===== src/rtl/serial_adder_n_if.sv =====
// Operand/result bundle for the bit-serial adder/subtractor.
interface serial_adder_n_if #(
    parameter int unsigned WIDTH = 8
);
    logic             START;
    logic             MODE;
    logic [WIDTH-1:0] A;
    logic [WIDTH-1:0] B;
    logic [WIDTH-1:0] SUM;
    logic             Carry;
    logic             OVF;
    logic             BUSY;
    logic             DONE;

    // Requester side: issues operations and observes results.
    modport master (
        output START, MODE, A, B,
        input  SUM, Carry, OVF, BUSY, DONE
    );

    // Adder side: accepts operations and returns results.
    modport slave (
        input  START, MODE, A, B,
        output SUM, Carry, OVF, BUSY, DONE
    );
endinterface


===== src/rtl/serial_adder_n.sv =====
// Bit-serial adder/subtractor: one full-adder slice, registered carry, WIDTH+1 cycle throughput.
module serial_adder_n #(
    parameter int unsigned WIDTH = 8
) (
    input  logic           CLK,
    input  logic           nRST,
    serial_adder_n_if.slave bus
);
    localparam int unsigned CNT_W = (WIDTH > 1) ? $clog2(WIDTH) : 1;

    typedef enum logic [1:0] {
        IDLE   = 2'd0,
        SHIFT  = 2'd1,
        FINISH = 2'd2
    } state_t;

    state_t             state_q, state_d;
    logic [WIDTH-1:0]   opa_q, opa_d;
    logic [WIDTH-1:0]   opb_q, opb_d;
    logic [WIDTH-1:0]   res_q, res_d;
    logic               c_q, c_d;
    logic [CNT_W-1:0]   cnt_q, cnt_d;
    logic [WIDTH-1:0]   sum_q, sum_d;
    logic               carry_q, carry_d;
    logic               ovf_q, ovf_d;
    logic               busy_q, busy_d;
    logic               done_q, done_d;

    logic               s_bit;
    logic               c_nx;
    logic [WIDTH-1:0]   res_shift;

    // Single full-adder slice on the operand LSBs and the running carry.
    always_comb begin
        s_bit     = opa_q[0] ^ opb_q[0] ^ c_q;
        c_nx      = (opa_q[0] & opb_q[0]) | (opa_q[0] & c_q) | (opb_q[0] & c_q);
        res_shift = {s_bit, res_q[WIDTH-1:1]};
    end

    // Next-state and datapath control; FINISH accepts START just like IDLE.
    always_comb begin
        state_d = state_q;
        opa_d   = opa_q;
        opb_d   = opb_q;
        res_d   = res_q;
        c_d     = c_q;
        cnt_d   = cnt_q;
        sum_d   = sum_q;
        carry_d = carry_q;
        ovf_d   = ovf_q;
        busy_d  = 1'b0;
        done_d  = 1'b0;

        case (state_q)
            IDLE, FINISH: begin
                if (bus.START) begin
                    opa_d   = bus.A;
                    opb_d   = bus.MODE ? ~bus.B : bus.B;
                    res_d   = '0;
                    c_d     = bus.MODE;
                    cnt_d   = '0;
                    busy_d  = 1'b1;
                    state_d = SHIFT;
                end else begin
                    state_d = IDLE;
                end
            end
            SHIFT: begin
                busy_d = 1'b1;
                opa_d  = opa_q >> 1;
                opb_d  = opb_q >> 1;
                res_d  = res_shift;
                c_d    = c_nx;
                cnt_d  = cnt_q + CNT_W'(1);
                if (cnt_q == CNT_W'(WIDTH - 1)) begin
                    // c_q is the carry into the MSB on this final step.
                    sum_d   = res_shift;
                    carry_d = c_nx;
                    ovf_d   = c_q ^ c_nx;
                    done_d  = 1'b1;
                    busy_d  = 1'b0;
                    state_d = FINISH;
                end
            end
            default: begin
                state_d = IDLE;
            end
        endcase
    end

    // State and datapath registers; reset aborts any operation in flight.
    always_ff @(posedge CLK or negedge nRST) begin
        if (!nRST) begin
            state_q <= IDLE;
            opa_q   <= '0;
            opb_q   <= '0;
            res_q   <= '0;
            c_q     <= 1'b0;
            cnt_q   <= '0;
            sum_q   <= '0;
            carry_q <= 1'b0;
            ovf_q   <= 1'b0;
            busy_q  <= 1'b0;
            done_q  <= 1'b0;
        end else begin
            state_q <= state_d;
            opa_q   <= opa_d;
            opb_q   <= opb_d;
            res_q   <= res_d;
            c_q     <= c_d;
            cnt_q   <= cnt_d;
            sum_q   <= sum_d;
            carry_q <= carry_d;
            ovf_q   <= ovf_d;
            busy_q  <= busy_d;
            done_q  <= done_d;
        end
    end

    assign bus.SUM   = sum_q;
    assign bus.Carry = carry_q;
    assign bus.OVF   = ovf_q;
    assign bus.BUSY  = busy_q;
    assign bus.DONE  = done_q;
endmodule


===== src/flat_wrapper.sv =====
// flat-port wrapper written by rule: the top's interface ports become plain ports
module serial_adder_n_flat 
#(
    parameter int unsigned WIDTH = 8
)
  (CLK, nRST, bus_START, bus_MODE, bus_A, bus_B, bus_SUM, bus_Carry, bus_OVF, bus_BUSY, bus_DONE);
  serial_adder_n_if #(.WIDTH(WIDTH)) bus_i ();
  input  logic CLK;
  input  logic nRST;
  input wire logic [$bits(bus_i.START)-1:0] bus_START;
  input wire logic [$bits(bus_i.MODE)-1:0] bus_MODE;
  input wire logic [$bits(bus_i.A)-1:0] bus_A;
  input wire logic [$bits(bus_i.B)-1:0] bus_B;
  output wire logic [$bits(bus_i.SUM)-1:0] bus_SUM;
  output wire logic [$bits(bus_i.Carry)-1:0] bus_Carry;
  output wire logic [$bits(bus_i.OVF)-1:0] bus_OVF;
  output wire logic [$bits(bus_i.BUSY)-1:0] bus_BUSY;
  output wire logic [$bits(bus_i.DONE)-1:0] bus_DONE;
  assign bus_i.START = bus_START;
  assign bus_i.MODE = bus_MODE;
  assign bus_i.A = bus_A;
  assign bus_i.B = bus_B;
  assign bus_SUM = bus_i.SUM;
  assign bus_Carry = bus_i.Carry;
  assign bus_OVF = bus_i.OVF;
  assign bus_BUSY = bus_i.BUSY;
  assign bus_DONE = bus_i.DONE;
  serial_adder_n #(.WIDTH(WIDTH)) u_core (.CLK(CLK), .nRST(nRST), .bus(bus_i));
endmodule

===== config.mk =====
export PLATFORM = sky130hd
export DESIGN_NAME = serial_adder_n_flat
export DESIGN_NICKNAME = d
export VERILOG_FILES = /design/src/rtl/serial_adder_n_if.sv /design/src/rtl/serial_adder_n.sv /design/src/flat_wrapper.sv
export SDC_FILE = /design/constraint.sdc
export NUM_CORES = 1
export LEC_CHECK = 0
export BUFFER_PORTS_ARGS = -buffer_cell sky130_fd_sc_hd__buf_2
export CORE_ASPECT_RATIO = 1.75
export CORE_MARGIN = 1.5
export CORE_UTILIZATION = 45
export CTS_BUF_LIST = sky130_fd_sc_hd__clkbuf_2 sky130_fd_sc_hd__clkbuf_4 sky130_fd_sc_hd__clkbuf_8
export DETAILED_ROUTE_END_ITERATION = 8
export PLACE_DENSITY = 0.67
export SLEW_MARGIN = 30
export SYNTH_ARGS = -nofsm -noshare
export SYNTH_HDL_FRONTEND = slang
export SYNTH_SLANG_ARGS = --single-unit

===== constraint.sdc =====
create_clock -name CLK -period 2 [get_ports CLK]
set_input_delay 0.4 -clock CLK [delete_from_list [all_inputs] [get_ports CLK]]
set_output_delay 0.4 -clock CLK [all_outputs]
set_load 0.05 [all_outputs]

# == Word level (Yosys, flattened, before mapping) ==
# Index checks and enable logic that the tools add are counted.
# Widths: inputs -> output; s select.
# totals
reg_bits,42
inputBits,20
out_inout_bits,12
wordCells,50
# classes
n_addsub,1
n_eq_ne,5
n_mux,19
bitwise_logic,9
reduce_logical,5
# op_table
op,n
$pmux 8 s2,3
$mux 8,4
$not 8->8,1
$mux 1,6
$pmux 3 s2,1
$pmux 1 s2,2
$pmux 2 s2,1
$reduce_and 2->1,2
$add 3x1->3 const B,1
$and 1x1->1,3
$eq 3x3->1 const B,1
$mux 3,1
$xor 1x1->1,3
$eq 2x1->1 const B,1
$eq 2x2->1 const B,1
$logic_not 2->1,1
$mux 2,1
$ne 2x1->1 const B,1
$ne 2x2->1 const B,1
$or 1x1->1,2
$reduce_bool 2->1,1
$reduce_or 2->1,1

# == Depth between registers and ports, before layout ==
# depth
depth_word,4
mapped_depth,6
mapped_depth_nobuf,5

# == Least setup slack after synthesis ==
# Ideal clock, no wire load.
# synth_timing
kind,reg2reg
from,register u_core.cnt_q[0]
to,"register u_core.carry_q, in the netlist u_core.bus.Carry"
setup_ns,0.125
arrival_time_ns,1.439
required_time_ns,1.875
setup_slack_ns,0.437
path_stages_with_launch,6
path_buffers,1
period_less_slack_ns,1.563
path_cell_list,dfrtp_1 ha_1 ha_1 nand3b_1 buf_2 mux2_2
# synth_via
elab_chain_cells,2
# synth_rtl
element,line_no,rtl
from (decl),serial_adder_n.sv:22,"logic [CNT_W-1:0] cnt_q, cnt_d;"
from (signal assigned),serial_adder_n.sv:111,cnt_q <= cnt_d;
$eq 3x3->1,serial_adder_n.sv:75,if (cnt_q == CNT_W'(WIDTH - 1)) begin
$reduce_and 2->1 (no line),-,
to (signal assigned),serial_adder_n.sv:113,carry_q <= carry_d;
to (decl),serial_adder_n.sv:24,"logic carry_q, carry_d;"
# Every way passes these cells.
# A chain may end at the register's enable or synchronous reset.

# == Worst setup path after layout ==
# Same ends and word-level chain as after synthesis.

==> impl_metrics.ini <==
[timing]
post-route-period-util = 0.856
slew_viol_final = 0
tns_ns = 0
timing.final.hold_violations = 0
max_freq_mhz = 584
maxSlewHeadroom = 0.596
finClkSkew_ns = 0.0101
holdWs_ns = 0.167
fin_ws_ns = 0.287
rsz0062_at_grt = no
period_needed_ns = 1.71
tightestPinTransition_ns = 0.605
setup_viol = 0

[routing]
drtPass1Iterations = 4
routed_wl_mm = 3.11
via_count = 1118
wl_per_cell_um = 15.2
vias_per_cell = 5.45
drtIter0Drc = 43
ant_nets = 0
route.detailed.drc = 0

[logic_synthesis]
syn_inst = 125
yosysMostFrequentCell = dfrtp_1
synth_top_cell_by_area = dfrtp_1
synth_nets = 148
synth_edf_count = 0
synth_cell_types = 23
synth_flop_cell = dfrtp_1
synth.area.top_cells = dfrtp_1, a22o_1, mux2_2
ys_warn_count = 0
synth_commonest_cells = dfrtp_1, a22o_1, mux2_2, a21o_1, xnor2_1
ys_async_sr_fraction = 1.00
seq_area_frac_synth = 0.600
netlist_area_sq_um = 1710
ys_seq_elements = 41
synth_top_area_frac = 0.600
avgSynthCellArea_sq_um = 13.7

[clock_network]
cts_setup_buffers = 0
clockBufferDepth = 2
h-tree-depth = 2
cts.sinks = 41
clkTransAtPathRegs_ns = 0.08
holdBufCountCts = 0
cts_buffers = 5
ctsResizeCount = 0
insertion_delay_ns = 0.29
cts_root_buf = clkbuf_8
cts_tree = yes

[global_routing]
grt_pass1_vias = 1142
grt_start_max_net_pins = 42
grt_use_total = 0.167
antenna_found_initial = 0
grt_pass1_wl_mm = 5.29
grt_overflow_total = 0

[setup_path]
r2r_end = u_core.bus.Carry$_DFFE_PN0P_
path_class = reg -> reg
r2r_slack_ns = 0.29
r2r_cells = 4
crit_required_ns = 2.17
cp-start-kind = flop
rr_startpoint = u_core.cnt_q[0]$_DFFE_PN0P_
path_max_fanout = 13
worstPathArrival_ns = 1.89
cp-end-kind = flop

[placed_design]
hpwlAfterDp_mm = 2.11
preCtsSetupSlack_ns = 0.287
gp_congestion = 0.734
io_buffers = 31

[floorplanning]
die_w_um = 49.6
coreArea_sq_um = 3630
start_util = 0.471
rows = 29
io_pins = 32
die_y_um = 84.5
dieArea_sq_um = 4190

[outcome]
status = finished clean

[layout]
area_growth_pct = 18.2
num_antenna_cells = 0
drive_gt1_frac = 0.352
finalNetCount = 181

[power_and_ir_drop]
power_uw = 3640
power_density_nw_per_um2 = 1800
leakage_uw = 0.00104
ir_drop_v = 0.000826

[flow_run]
cap_violations = 0

[worst_hold_path]
holdCritPathClass = in -> async
## final cells by class
type	instances	area, sq um
inverter	3	11.3
timing repair buffer	35	185
tap	46	57.6
fill	315	1610
clock inverter	1	30.0
multi-input combinational	72	621
clock buffer	7	90.1
sequential	41	1030
## state kept, by name (all words and copies together) (netlist names)
signal and count:
u_core.bus.DONE 1, u_core.cnt_q 3, u_core.opa_q 8, u_core.c_q 1, u_core.res_q 7, u_core.bus.BUSY 1, u_core.opb_q 8, u_core.bus.SUM 8
u_core.bus.Carry 1, u_core.state_q 2, u_core.bus.OVF 1
## worst max-delay path, stage by stage, from the launching register on
cell,delay (ns)
dfrtp_1,0.39
ha_1,0.20
ha_1,0.20
nand3b_1,0.42
mux2_2,0.40
## stage by stage
step                 util  std cells  cell area [sq um]
finish              0.557        205               2020
CTS                 0.557        205               2020
global placement    0.524        197               1900
detailed placement  0.524        197               1900
floorplan               -        125               1710
global route        0.557        205               2020
## placed cells by master, fill, tap and decap left out, types with 2 or more instances in the layout
cell / instances
inv_1: 3
a221o_1: 7
a22o_1: 19
buf_4: 4
ha_1: 2
o21ai_0: 3
mux2_2: 10
clkbuf_8: 6
a21o_1: 8
nor2b_2: 2
nor2_1: 7
xnor2_1: 8
buf_2: 31
dfrtp_1: 41
## report_power, final
| group | leakage (uW) | switching (uW) | internal (uW) | total (uW) |
|---|---|---|---|---|
| clock network | 0.0000619 | 271 | 420 | 691 |
| logic | 0.000462 | 894 | 631 | 1520 |
| registers | 0.000517 | 225 | 1200 | 1430 |
## worst max-delay path by stage
| stage | from | end | slack [ns] | cells after the start |
|---|---|---|---|---|
| after detailed placement | u_core.cnt_q[0]$_DFFE_PN0P_ | u_core.bus.SUM[4]$_DFFE_PN0P_ | 0.29 | 4 |
| after floorplan | u_core.cnt_q[0]$_DFFE_PN0P_ | u_core.bus.Carry$_DFFE_PN0P_ | 0.44 | 5 |
| after CTS | u_core.cnt_q[0]$_DFFE_PN0P_ | u_core.bus.Carry$_DFFE_PN0P_ | 0.28 | 4 |
| after global routing | u_core.cnt_q[0]$_DFFE_PN0P_ | u_core.bus.Carry$_DFFE_PN0P_ | 0.21 | 4 |
| final | u_core.cnt_q[0]$_DFFE_PN0P_ | u_core.bus.Carry$_DFFE_PN0P_ | 0.29 | 4 |
| after global placement | u_core.cnt_q[0]$_DFFE_PN0P_ | u_core.bus.SUM[6]$_DFFE_PN0P_ | 0.32 | 4 |
## cell families (layout without fill, tap and decap cells)
kind of cell | Yosys count | count (layout) | synth area share
muxes | 10 | 10 | 0.0659
and+or+nand+nor | 13 | 13 | 0.0410
DFF | 41 | 41 | 0.600
xor gates and xnor gates | 9 | 9 | 0.0461
AOI/OAI and AO/OA | 37 | 37 | 0.182
adders and majority gates | 3 | 3 | 0.0264
buffers and inverters | 12 | 46 | 0.0381
## layer usage
layer | vias up | routed length [um] | part of all wire | track usage
met2 | 36 | 1650 | 0.53 | 0.275
met3 | 4 | 137 | 0.044 | 0.0498
met4 | 0 | 48 | 0.015 | 0.0707
met5 | - | 0 | 0 | 0
met1 | 565 | 1270 | 0.41 | 0.199
li1 | 513 | - | - | -
Power figures use the tool's default switching activity.
